===== src/rtl/seq_s_packer.sv =====
`default_nettype none
// seq_s_packer: packs 2-bit nucleotide symbols into PE_ARRAY_SIZE-symbol chunks
// and buffers them in a two-entry FIFO for the PE array. Revision 1.0.

module seq_s_packer #(
  parameter int PE_ARRAY_SIZE     = 64,
  parameter int PE_ARRAY_SIZE_LOG = 6
) (
  input  logic                         clk,
  input  logic                         rst_n,
  input  logic                         i_start,
  input  logic [1:0]                   i_symbol,
  input  logic                         i_symbol_valid,
  input  logic                         i_symbol_last,
  output logic                         o_symbol_ready,
  input  logic                         i_request_s,
  output logic [PE_ARRAY_SIZE*2-1:0]   o_s,
  output logic [PE_ARRAY_SIZE_LOG-1:0] o_s_valid,
  output logic                         o_s_last,
  output logic                         o_s_empty,
  output logic                         o_busy,
  output logic                         o_underflow
);

  localparam int W = PE_ARRAY_SIZE * 2;
  localparam int L = PE_ARRAY_SIZE_LOG;

  typedef enum logic [1:0] {
    IDLE  = 2'd0,
    PACK  = 2'd1,
    DRAIN = 2'd2
  } state_t;

  state_t         state_q, state_d;
  logic [W-1:0]   pack_q, pack_d;
  logic [L-1:0]   cnt_q, cnt_d;
  logic [1:0]     occ_q, occ_d;
  logic [W-1:0]   hd_s_q, hd_s_d, tl_s_q, tl_s_d;
  logic [L-1:0]   hd_v_q, hd_v_d, tl_v_q, tl_v_d;
  logic           hd_l_q, hd_l_d, tl_l_q, tl_l_d;
  logic           und_q, und_d;

  logic           accept;
  logic           close;
  logic           pop;
  logic [W-1:0]   chunk_s;
  logic [L-1:0]   chunk_v;

  assign accept  = (state_q == PACK) && (occ_q < 2'd2) && i_symbol_valid;
  assign close   = accept && ((cnt_q == L'(PE_ARRAY_SIZE - 1)) || i_symbol_last);
  assign pop     = i_request_s && (occ_q != 2'd0);
  assign chunk_s = pack_q | ({{(W-2){1'b0}}, i_symbol} << {cnt_q, 1'b0});
  // A full chunk wraps to 0 here, which is the encoding for "all slots valid".
  assign chunk_v = cnt_q + L'(1);

  always_comb begin
    state_d = state_q;
    pack_d  = pack_q;
    cnt_d   = cnt_q;
    occ_d   = occ_q;
    hd_s_d  = hd_s_q;
    hd_v_d  = hd_v_q;
    hd_l_d  = hd_l_q;
    tl_s_d  = tl_s_q;
    tl_v_d  = tl_v_q;
    tl_l_d  = tl_l_q;
    und_d   = und_q;

    if (i_start) begin
      state_d = PACK;
      pack_d  = '0;
      cnt_d   = '0;
      occ_d   = 2'd0;
      hd_s_d  = '0;
      hd_v_d  = '0;
      hd_l_d  = 1'b0;
      tl_s_d  = '0;
      tl_v_d  = '0;
      tl_l_d  = 1'b0;
      und_d   = 1'b0;
    end else begin
      if (close) begin
        pack_d = '0;
        cnt_d  = '0;
      end else if (accept) begin
        pack_d = chunk_s;
        cnt_d  = cnt_q + L'(1);
      end

      if (i_request_s && (occ_q == 2'd0)) begin
        und_d = 1'b1;
      end

      // Pushes only happen below occupancy 2, so a pop at 2 never sees a push.
      if (pop) begin
        if (occ_q == 2'd2) begin
          hd_s_d = tl_s_q;
          hd_v_d = tl_v_q;
          hd_l_d = tl_l_q;
          tl_s_d = '0;
          tl_v_d = '0;
          tl_l_d = 1'b0;
          occ_d  = 2'd1;
        end else if (close) begin
          hd_s_d = chunk_s;
          hd_v_d = chunk_v;
          hd_l_d = i_symbol_last;
        end else begin
          hd_s_d = '0;
          hd_v_d = '0;
          hd_l_d = 1'b0;
          occ_d  = 2'd0;
        end
      end else if (close) begin
        if (occ_q == 2'd0) begin
          hd_s_d = chunk_s;
          hd_v_d = chunk_v;
          hd_l_d = i_symbol_last;
          occ_d  = 2'd1;
        end else begin
          tl_s_d = chunk_s;
          tl_v_d = chunk_v;
          tl_l_d = i_symbol_last;
          occ_d  = 2'd2;
        end
      end

      case (state_q)
        PACK: begin
          if (close && i_symbol_last) begin
            state_d = DRAIN;
          end
        end
        DRAIN: begin
          if (occ_d == 2'd0) begin
            state_d = IDLE;
          end
        end
        default: state_d = state_q;
      endcase
    end
  end

  always_ff @(posedge clk or negedge rst_n) begin
    if (!rst_n) begin
      state_q <= IDLE;
      pack_q  <= '0;
      cnt_q   <= '0;
      occ_q   <= 2'd0;
      hd_s_q  <= '0;
      hd_v_q  <= '0;
      hd_l_q  <= 1'b0;
      tl_s_q  <= '0;
      tl_v_q  <= '0;
      tl_l_q  <= 1'b0;
      und_q   <= 1'b0;
    end else begin
      state_q <= state_d;
      pack_q  <= pack_d;
      cnt_q   <= cnt_d;
      occ_q   <= occ_d;
      hd_s_q  <= hd_s_d;
      hd_v_q  <= hd_v_d;
      hd_l_q  <= hd_l_d;
      tl_s_q  <= tl_s_d;
      tl_v_q  <= tl_v_d;
      tl_l_q  <= tl_l_d;
      und_q   <= und_d;
    end
  end

  assign o_symbol_ready = (state_q == PACK) && (occ_q < 2'd2);
  assign o_s            = hd_s_q;
  assign o_s_valid      = hd_v_q;
  assign o_s_last       = hd_l_q;
  assign o_s_empty      = (occ_q == 2'd0);
  assign o_busy         = (state_q != IDLE);
  assign o_underflow    = und_q;

endmodule

`default_nettype wire


===== config.mk =====
export PLATFORM = sky130hd
export DESIGN_NAME = seq_s_packer
export DESIGN_NICKNAME = d
export VERILOG_FILES = /design/src/rtl/seq_s_packer.sv
export SDC_FILE = /design/constraint.sdc
export NUM_CORES = 1
export LEC_CHECK = 0
export ABC_AREA = 0
export CORE_ASPECT_RATIO = 0.5
export CORE_MARGIN = 8
export CORE_UTILIZATION = 52
export DETAILED_ROUTE_END_ITERATION = 7
export GPL_ROUTABILITY_DRIVEN = 1
export PLACE_DENSITY = 0.8
export SLEW_MARGIN = 20
export SYNTH_ARGS = -nofsm -noshare
export SYNTH_HDL_FRONTEND = slang
export SYNTH_SLANG_ARGS = --single-unit

===== constraint.sdc =====
create_clock -name clk -period 1.91 [get_ports clk]
set_input_delay 0.382 -clock clk [delete_from_list [all_inputs] [get_ports clk]]
set_output_delay 0.382 -clock clk [all_outputs]
set_load 0.05 [all_outputs]

==> impl_results.md, run 1 <==
* Rows at 46
* Total GRT Usage at 23.84%
* Slowest CP cell: a311o_2
* Ys flop type: dfrtp_1
* RePlAce Congestion at 0.8067
* Clock buffer depth at 3
* Slew HR at 64.21%
* Min Clock Period, post-route at 1.930 ns
* Setup crit start kind: register
* Final Power at 17.80 mW
* Most Crowded Layer GR: met2
* DR vias/cell at 6.237
* Met2 Usage GRT at 39.75%
* Post-synthesis cell type count at 42
* Die area at 38440 um^2
* GR met3 Demand/Resource at 3.923%
* Worst endpoint required time at 2.35 ns
* Worst setup EP type: register
* Worst r2r path cells at 6
* Initial Utilization at 52.73%
* CP arrival at 2.37 ns
* Leakage at 9.322 nW
* Register area at 10240 um^2
* Mean routed wirelength per cell at 22.00 um
* Synthesized Nets at 1567
* Hold Vio Cnt, Final at 0
* Clock Skew at 0.01928 ns
* Multi-input logic area at 5877 um^2
* M1 GR Usage at 32.16%
* CP delay by family, top: compound AO/OA/AOI/OAI gates
* Util after Layout at 67.43%
* Worst-path fanout max at 47
* Least-Margin Pin Slew at 0.5356 ns
* Ratio of cells with drive above 1 in the final layout at 21.89%
* Dpl cells at 2115
* Cell with the most instances after synthesis: dfrtp_1
* Number of flops mapped to enable cells by yosys at 0
* Clk_lat worst skew at 0.55 ns
* Largest net degree at the start of global routing at 61
* Pre-CTS setup slack at -0.4161 ns
* Post-synth top cells: dfrtp_1, a21oi_1, nand2_1
* Port buffer count at 146
* TritonCTS clock tree: yes
* Synth async-reset ratio at 100.0%
* Crit share post-route at 101.0%
* Max Fclk at 0.5182 GHz
* Post-synthesis sequential area ratio at 61.31%
* CTS root buf: clkbuf_16
* Outcome: complete, but fails checks
* GR Overflow Total at 0
* Area share of the largest cell type after synthesis at 61.31%
* H-tree lvl count at 2
* Synth area leaders: dfrtp_1, o221ai_1, o2bb2ai_1
* Vias at 13691
* Number of diodes at 0
* Max_cap viols at 0
* FF-to-FF End: o_s_valid[5]
* Dpl hpwl at 29140 um
* Antenna Nets Post-Route at 0
* Final non-filler cell total at 2195
* Setup slack, reg-to-reg at -0.02 ns
* DR iter-0 viols at 1630
* Failing checks: setup timing
* CTS Sinks at 409
* RSZ-0062 raised after global routing: yes
* Yosys reg bits at 409
* Clk slew on worst S/H paths at 0.07 ns
* Gate Count Post-Synth at 1558
* Area growth syn-to-layout at 27.88%
* Final wirelength at 48290 um
* DRC Markers at 0
* Reg-to-reg startpoint: occ_q[1]
* Hold crit path type: in2async
* Antenna violations before repair at 0
* Buf/Inv on CP at 2
* Total CTS buffers at 37
* Max VDD drop at 0.0005041 V
* Warnings from Yosys at 0
* Synth Cell Area at 16690 um^2
* Fill cells at 2197
* First-pass GRT wire length at 75230 um
* Vias in the first global route at 13749
* Die Ht at 142.7 um
* Slew Limit Fails at 0
* Min setup slack post-route at -0.01968 ns
* Post-synth top area cell: dfrtp_1
* IO Pins at 147
* Final nets at 1745
* Core footprint at 31660 um^2
* Syn avg cell area at 10.71 um^2
* PwrDens at 833.7 nW/um^2
* Cell Chain, Critical Path: buf_4, nor2_4, nor2b_1, a311o_2, buf_12, o221ai_1
* Chip Width at 269.4 um
* WHS at 0.3450 ns
* Final setup fails at 9
* Delay of the slowest critical-path stage at 0.46 ns
* Router iterations before antenna repair at 5
* CP Class: reg2reg
==> sequential cells by signal, indices dropped and copies added, names as in the netlist <==
register and count:
o_s 128, pack_q 128, tl_s_q 128, cnt_q 6
o_s_valid 6, tl_v_q 6, occ_q 2, state_q 2
o_s_last 1, o_underflow 1, tl_l_q 1
==> placed cells by master, fill, tap and decap left out, types with 7 or more instances in the layout <==
cell	instances
buf_12	49
o2bb2ai_2	21
o221ai_2	42
dlygate4sd2_1	44
a22o_1	19
inv_1	135
dfrtp_1	408
o221ai_1	92
nor2_1	122
o2bb2ai_1	112
a31oi_1	63
clkbuf_16	43
nand2b_1	7
buf_4	170
a21oi_1	180
nand2_1	144
==> worst max-delay path by stage <==
stage / slack [ns] / cells after the start / from / end
after CTS: -0.02 / 3 / state_q[1] / o_busy
after floorplan: -0.005 / 6 / occ_q[1] / o_s_last
after global placement: -0.90 / 5 / i_symbol[0] / pack_q[0]
after detailed placement: -0.42 / 7 / i_symbol_valid / pack_q[95]
after global routing: -0.10 / 7 / state_q[1] / pack_q[119]
final: -0.02 / 6 / occ_q[1] / o_s_valid[5]
==> where the power goes <==
part / switching, mW / internal (mW) / leakage (nW)
sequential: 0.0146 / 8.68 / 5.71
combinational: 0.832 / 0.394 / 3.00
clock: 3.41 / 4.47 / 0.611
total: 4.26 / 13.5 / 9.32
==> final cells by class <==
class / count / share of cell area [%]
inverters: 135 / 2.374
repair buffers: 282 / 13.69
multi-input cells: 871 / 27.53
flip-flops and latches: 409 / 47.95
clock inverters: 17 / 0.9848
clock buffers: 49 / 4.936
well taps: 432 / 2.532
==> per-layer routing <==
layer	up-vias	routed length, um
met1	7046	19830
met4	0	1314
met2	586	23710
met3	105	3435
li1	5954	-
met5	-	0
==> logic make-up (layout without fill, tap and decap cells) <==
family / count (synthesis) / count (layout) / share of synthesized area, %
compound gates: 547 / 547 / 23.63
xor+xnor: 4 / 4 / 0.2099
fa+ha+maj: 1 / 1 / 0.07494
buf+inv: 278 / 483 / 6.731
flops: 409 / 409 / 61.31
mux: 2 / 2 / 0.1274
simple gates: 317 / 317 / 7.915
==> through the flow <==
| stage | cell area [um^2] | setup TNS, ns |
|---|---|---|
| global placement | 19460 | -97.03 |
| detailed placement | 19480 | -77.35 |
| CTS | 20790 | -0.02052 |
| floorplan | 16700 | -0.004687 |
| global route | 21350 | -6.273 |
| finish | 21350 | -0.05821 |
==> what timing repair did <==
action,CTS,global route
hold endpoints to repair,29,0
endpoints found under the setup margin,165,220
gates cloned,0,4
buffers inserted,4,5
gates resized for setup,58,72
hold buffers,1,0
pin swaps,3,8
No activity file was read; power rests on OpenSTA's default activity.
==> run 2, diff against run 1 <==
Settings changed: ABC_CLOCK_PERIOD_IN_PS from default to 1910, CORE_MARGIN 8 to 3.
==> impl_results.md, run 2 (synthesized netlist as in run 1, its figures left out) <==
* Outcome: complete, but fails checks
* Failing checks: setup timing
* Worst r2r path cells at 6 (unchanged)
* Min Clock Period, post-route at 2.002 ns (+0.07264 ns)
* PwrDens at 796.8 nW/um^2 (-4.4%)
* Initial Utilization at 53.90% (+1.2 points)
* Final setup fails at 132 (+123)
* Clk_lat worst skew at 0.55 ns (about the same)
* Fill cells at 2084 (-5.1%)
* Final nets at 1762 (+0.97%)
* Clock Skew at 0.02105 ns (+0.001770 ns)
* Vias at 13816 (+0.91%)
* CTS root buf: clkbuf_16
* Setup crit start kind: register
* Rows at 45 (-2.2%)
* Slew HR at 61.57% (-2.6 points)
* Antenna violations before repair at 0 (unchanged)
* Final Power at 17.17 mW (-3.5%)
* Setup tns final at -4.901 ns (-4.842 ns)
* Antenna Nets Post-Route at 0 (unchanged)
* Number of diodes at 0 (unchanged)
* Util after Layout at 69.59% (+2.2 points)
* DRC Markers at 0 (unchanged)
* Crit share post-route at 104.8% (+3.8 points)
* Pre-CTS setup slack at -0.3427 ns (+0.07342 ns)
* Core footprint at 30970 um^2 (-2.2%)
* Final non-filler cell total at 2199 (+0.18%)
* Port buffer count at 146 (unchanged)
* Max VDD drop at 0.0005207 V (+3.3%)
* Min setup slack post-route at -0.09233 ns (-0.07264 ns)
* Commonest cells after routing, fill and taps aside: dfrtp_1, buf_4, a21oi_1
* Multi-input logic area at 6005 um^2 (+2.2%)
* Ratio of cells with drive above 1 in the final layout at 22.86% (+0.97 points)
* DR iter-0 viols at 1507 (-7.5%)
* Placed Area at 19530 um^2 (+0.28%)
* Slew Limit Fails at 0 (unchanged)
* CTS Sinks at 409 (unchanged)
* GR Overflow Total at 0 (unchanged)
* Die Ht at 132.7 um (-7.0%)
* Mean routed wirelength per cell at 22.12 um (+0.55%)
* Worst setup EP type: register
* Final instance area at 21550 um^2 (+0.96%)
* Hold Vio Cnt, Final at 0 (unchanged)
* DR vias/cell at 6.283 (+0.73%)
* Least-Margin Pin Slew at 0.5751 ns (+0.03950 ns)
* IO Pins at 147 (unchanged)
* Total CTS buffers at 36 (-2.7%)
* Worst endpoint required time at 2.36 ns (about the same)
* Hold crit path type: in2async
* Max Fclk at 0.4994 GHz (-3.6%)
* Leading cell type in the layout, fill and taps excluded: dfrtp_1
* TritonCTS clock tree: yes
* Chip Width at 259.4 um (-3.7%)
* Largest net degree at the start of global routing at 92 (+51%)
* Router iterations before antenna repair at 8 (+3)
* Area growth syn-to-layout at 29.10%
* H-tree lvl count at 2 (unchanged)
* Die area at 34420 um^2 (-10%)
* RSZ-0062 raised after global routing: yes
* Register area at 10230 um^2 (about the same)
* Worst-path fanout max at 14 (-70%)
* WHS at 0.2644 ns (-0.08054 ns)
* Max_cap viols at 0 (unchanged)
* CP Class: reg2reg
* Dpl hpwl at 28980 um (-0.57%)
* RePlAce Congestion at 0.8382 (+3.9%)
* Clk slew on worst S/H paths at 0.07 ns (about the same)
* Final wirelength at 48640 um (+0.74%)
* Dpl cells at 2119 (+0.19%)
* Clock buffer depth at 3 (unchanged)
* Total GRT Usage at 26.25% (+2.4 points)
* Leakage at 9.367 nW (+0.49%)
* CP arrival at 2.45 ns (+0.08 ns)
* First-pass GRT wire length at 72290 um (-3.9%)
* Vias in the first global route at 13395 (-2.6%)
-- run 2: cell types whose count changed in the layout (fill, tap and decap cells not counted), sizes merged --
cell,previous run,this run
buf,227,248
clkbuf,53,66
dlygate4sd2,44,37
bufinv,4,0
clkinvlp,4,0
clkinv,6,3
inv,138,135
-- run 2: power by group --
group	leakage [nW]	switching, mW	internal [mW]
clock	0.549	3.22	3.93
combinational	3.11	0.885	0.442
sequential	5.71	0.0141	8.68
-- run 2: final timing paths --
check / from / end / slack [ns]
max in group asynchronous: rst_n / o_s[4] / 0.88
max reg2reg: cnt_q[1] / o_s[114] / -0.09
min reg2reg: tl_s_q[55] / o_s[55] / 0.48
min: rst_n / tl_s_q[98] / 0.26
max: cnt_q[1] / o_s[114] / -0.09
min in group clk: tl_s_q[55] / o_s[55] / 0.48
-- run 2: area by class of cell --
class                           instances  share of cell area (%)
Clock buffer                           58                   5.086
Clock inverter                          3                  0.1219
Inverter                              135                   2.352
Multi-Input combinational cell        871                   27.86
Sequential cell                       409                   47.49
Tap cell                              423                   2.456
Timing Repair Buffer                  300                   14.63
-- run 2: worst max-delay path: stages, from the launching register on --
cell and delay, ns:
dfrtp_1 0.41, ha_2 0.23, a21o_4 0.23, a311o_2 0.45
clkbuf_16 0.19, buf_8 0.17, o221ai_1 0.23
-- run 2: per-layer routing --
metal / vias up / GRT usage (%) / wire, um / part of all wire (%)
li1: 5994 / - / - / -
met1: 7041 / 37.22 / 19820 / 41
met2: 662 / 41.67 / 23240 / 48
met3: 119 / 4.781 / 4209 / 8.7
met4: 0 / 7.924 / 1377 / 2.8
met5: - / 0 / 0 / 0
-- run 2: what timing repair did --
action,in CTS,in global routing
setup endpoints to repair,54,265
pin swaps,0,7
resized for setup,44,98
hold buffers,1,0
hold endpoints to repair,77,0
buffers inserted,0,7
cloned,0,11
==> run 3, diff against run 2 <==
Settings changed: ABC_CLOCK_PERIOD_IN_PS 1910 to 2000, CORE_MARGIN 3 to 4, CORE_UTILIZATION 52 to 60, CTS_BUF_LIST from default to sky130_fd_sc_hd__clkbuf_8, PLACE_DENSITY 0.8 to 0.86.
Clock period 1.91 ns to 2 ns, I/O delays scaled along.
==> impl_results.md, run 3 (synthesized netlist as in run 1, its figures left out) <==
* RSZ-0062 raised after global routing: yes
* Worst-path fanout max at 17 (+3)
* Core footprint at 26910 um^2 (-13%)
* Part of the power in registers at 50.9% (+0.3 points)
* TritonCTS clock tree: yes
* Comb power frac at 6.3% (-1.4 points)
* Slew Limit Fails at 0 (unchanged)
* CP Class: reg2reg
* Max Fclk at 0.5061 GHz (+1.3%)
* Worst setup EP type: register
* Slowest CP cell: dfrtp_1
* DR iter-0 viols at 1748 (+16%)
* Sw power at 3.933 mW (-4.4%)
* Ratio of cells with drive above 1 in the final layout at 14.99% (-7.9 points)
* First-pass GRT wire length at 75940 um (+5.0%)
* Cell Chain, Critical Path: ha_1, buf_4, a2111oi_4, buf_6, buf_12, a31oi_1, nor2_1
* Rows at 42 (-6.7%)
* Hold Vio Cnt, Final at 0 (unchanged)
* Commonest cells after routing, fill and taps aside: dfrtp_1, a21oi_1, inv_1
* Die area at 30710 um^2 (-11%)
* IO Pins at 147 (unchanged)
* Internal power at 12.38 mW (-5.2%)
* Antenna Nets Post-Route at 0 (unchanged)
* CP delay by family, top: buffers and inverters
* Min Clock Period, post-route at 1.976 ns (-0.02631 ns)
* WHS at 0.2679 ns (+0.003466 ns)
* H-tree lvl count at 2 (unchanged)
* Hold crit path type: in2async
* Worst endpoint required time at 2.52 ns (+0.16 ns)
* Area growth syn-to-layout at 22.82%
* Total CTS buffers at 54 (+50%)
* Final wirelength at 47720 um (-1.9%)
* DRC Markers at 0 (unchanged)
* Vias at 13826 (+0.072%)
* PwrDens at 795.7 nW/um^2 (-0.13%)
* CP arrival at 2.50 ns (+0.05 ns)
* Total GRT Usage at 30.37% (+4.1 points)
* Vias in the first global route at 14272 (+6.5%)
* Delay of the slowest critical-path stage at 0.39 ns (-0.06 ns)
* Final non-filler cell total at 2142 (-2.6%)
* Buf/Inv on CP at 3 (+1)
* DR vias/cell at 6.455 (+2.7%)
* Mean routed wirelength per cell at 22.28 um (+0.71%)
* Slew HR at 63.77% (+2.2 points)
* Outcome: finished clean
* Clock buffer depth at 3 (unchanged)
* Leading cell type in the layout, fill and taps excluded: dfrtp_1
* Setup crit start kind: register
* Setup tns final at 0 ns (+4.901 ns)
* Crit share post-route at 98.80% (-6.0 points)
* Util after Layout at 76.20% (+6.6 points)
* Largest net degree at the start of global routing at 76 (-17%)
* Clock share of power at 42.8% (+1.2 points)
* Chip Width at 243.9 um (-6.0%)
* Antenna violations before repair at 0 (unchanged)
* Sw Ratio at 24.11% (+0.14 points)
* Min setup slack post-route at 0.02399 ns (+0.1163 ns)
* Router iterations before antenna repair at 5 (-3)
* Leakage at 9.258 nW (-1.2%)
* Pre-CTS setup slack at -0.2477 ns (+0.09498 ns)
* CTS root buf: clkbuf_8
* Dpl hpwl at 29020 um (+0.16%)
* Max VDD drop at 0.0004609 V (-11%)
* Final nets at 1734 (-1.6%)
* Least-Margin Pin Slew at 0.5457 ns (-0.02946 ns)
* Clock Skew at 0.02422 ns (+0.003169 ns)
* Number of diodes at 0 (unchanged)
* Max_cap viols at 0 (unchanged)
* Die Ht at 125.9 um (-5.1%)
* CTS Sinks at 409 (unchanged)
* RePlAce Congestion at 0.9062 (+8.1%)
* GR Overflow Total at 0 (unchanged)
* Initial Utilization at 62.04% (+8.1 points)
* Clk_lat worst skew at 0.62 ns (+0.07 ns)
* Final setup fails at 0 (-100%)
* Clk slew on worst S/H paths at 0.07 ns (about the same)
* Dpl cells at 2034 (-4.0%)
* Port buffer count at 146 (unchanged)
-- run 3: worst paths after layout --
path	startpoint	to	slack (ns)	cells past startpoint
worst max-delay path	cnt_q[0]	pack_q[31]	0.02	7
worst min-delay path	rst_n	tl_s_q[106]	0.27	2
worst max register to register	cnt_q[0]	pack_q[31]	0.02	7
worst min register to register	tl_v_q[5]	o_s_valid[5]	0.48	2
max in group asynchronous	rst_n	tl_s_q[55]	0.98	3
min in group clk	tl_v_q[5]	o_s_valid[5]	0.48	2
-- run 3: layout make-up --
class	count	area, um^2
clock buffer	74	1018
clock inverter	25	205.2
fill	1639	6404
inverter	135	506.7
multi-input combinational	871	5482
sequential	409	10230
tap	374	467.9
timing repair buffer	254	2587
-- run 3: power by group through the flow --
stage | clock network, mW | logic, mW | registers, mW
2_1_floorplan | 0 | 0.406 | 8.49
3_3_place_gp | 0 | 0.950 | 8.46
3_5_place_dp | 0 | 0.980 | 8.46
4_1_cts | 7.01 | 0.986 | 8.30
5_1_grt | 7.40 | 1.10 | 8.30
6_report | 6.99 | 1.02 | 8.30
-- run 3: worst register-to-register path, delay by kind of cell (launching register included) --
kind            cells  cell delay, ns
compound gates      2            0.50
fa+ha+maj           1            0.24
buf+inv             3            0.59
flops               1            0.39
simple gates        1            0.17
-- run 3: per-stage QoR --
stage / power, mW / instance area, um^2
floorplan: 8.898 / 16700
global placement: 9.408 / 19170
detailed placement: 9.440 / 19170
CTS: 16.30 / 20310
global route: 16.80 / 20500
finish: 16.31 / 20500
-- run 3: layer usage --
| layer | wire, um | track usage (%) | vias to the layer above |
|---|---|---|---|
| met5 | 0 | 0 | - |
| met4 | 1286 | 10.65 | 0 |
| met1 | 19180 | 41.93 | 6982 |
| li1 | - | - | 5923 |
| met2 | 22910 | 48.84 | 800 |
| met3 | 4340 | 6.330 | 121 |
-- run 3: what timing repair did --
item,in CTS,in global routing
setup endpoints to repair,99,71
hold buffers,1,0
setup buffers,1,4
resized for setup,99,16
gates cloned,0,3
endpoints found under the hold margin,36,0
pin swaps,1,3
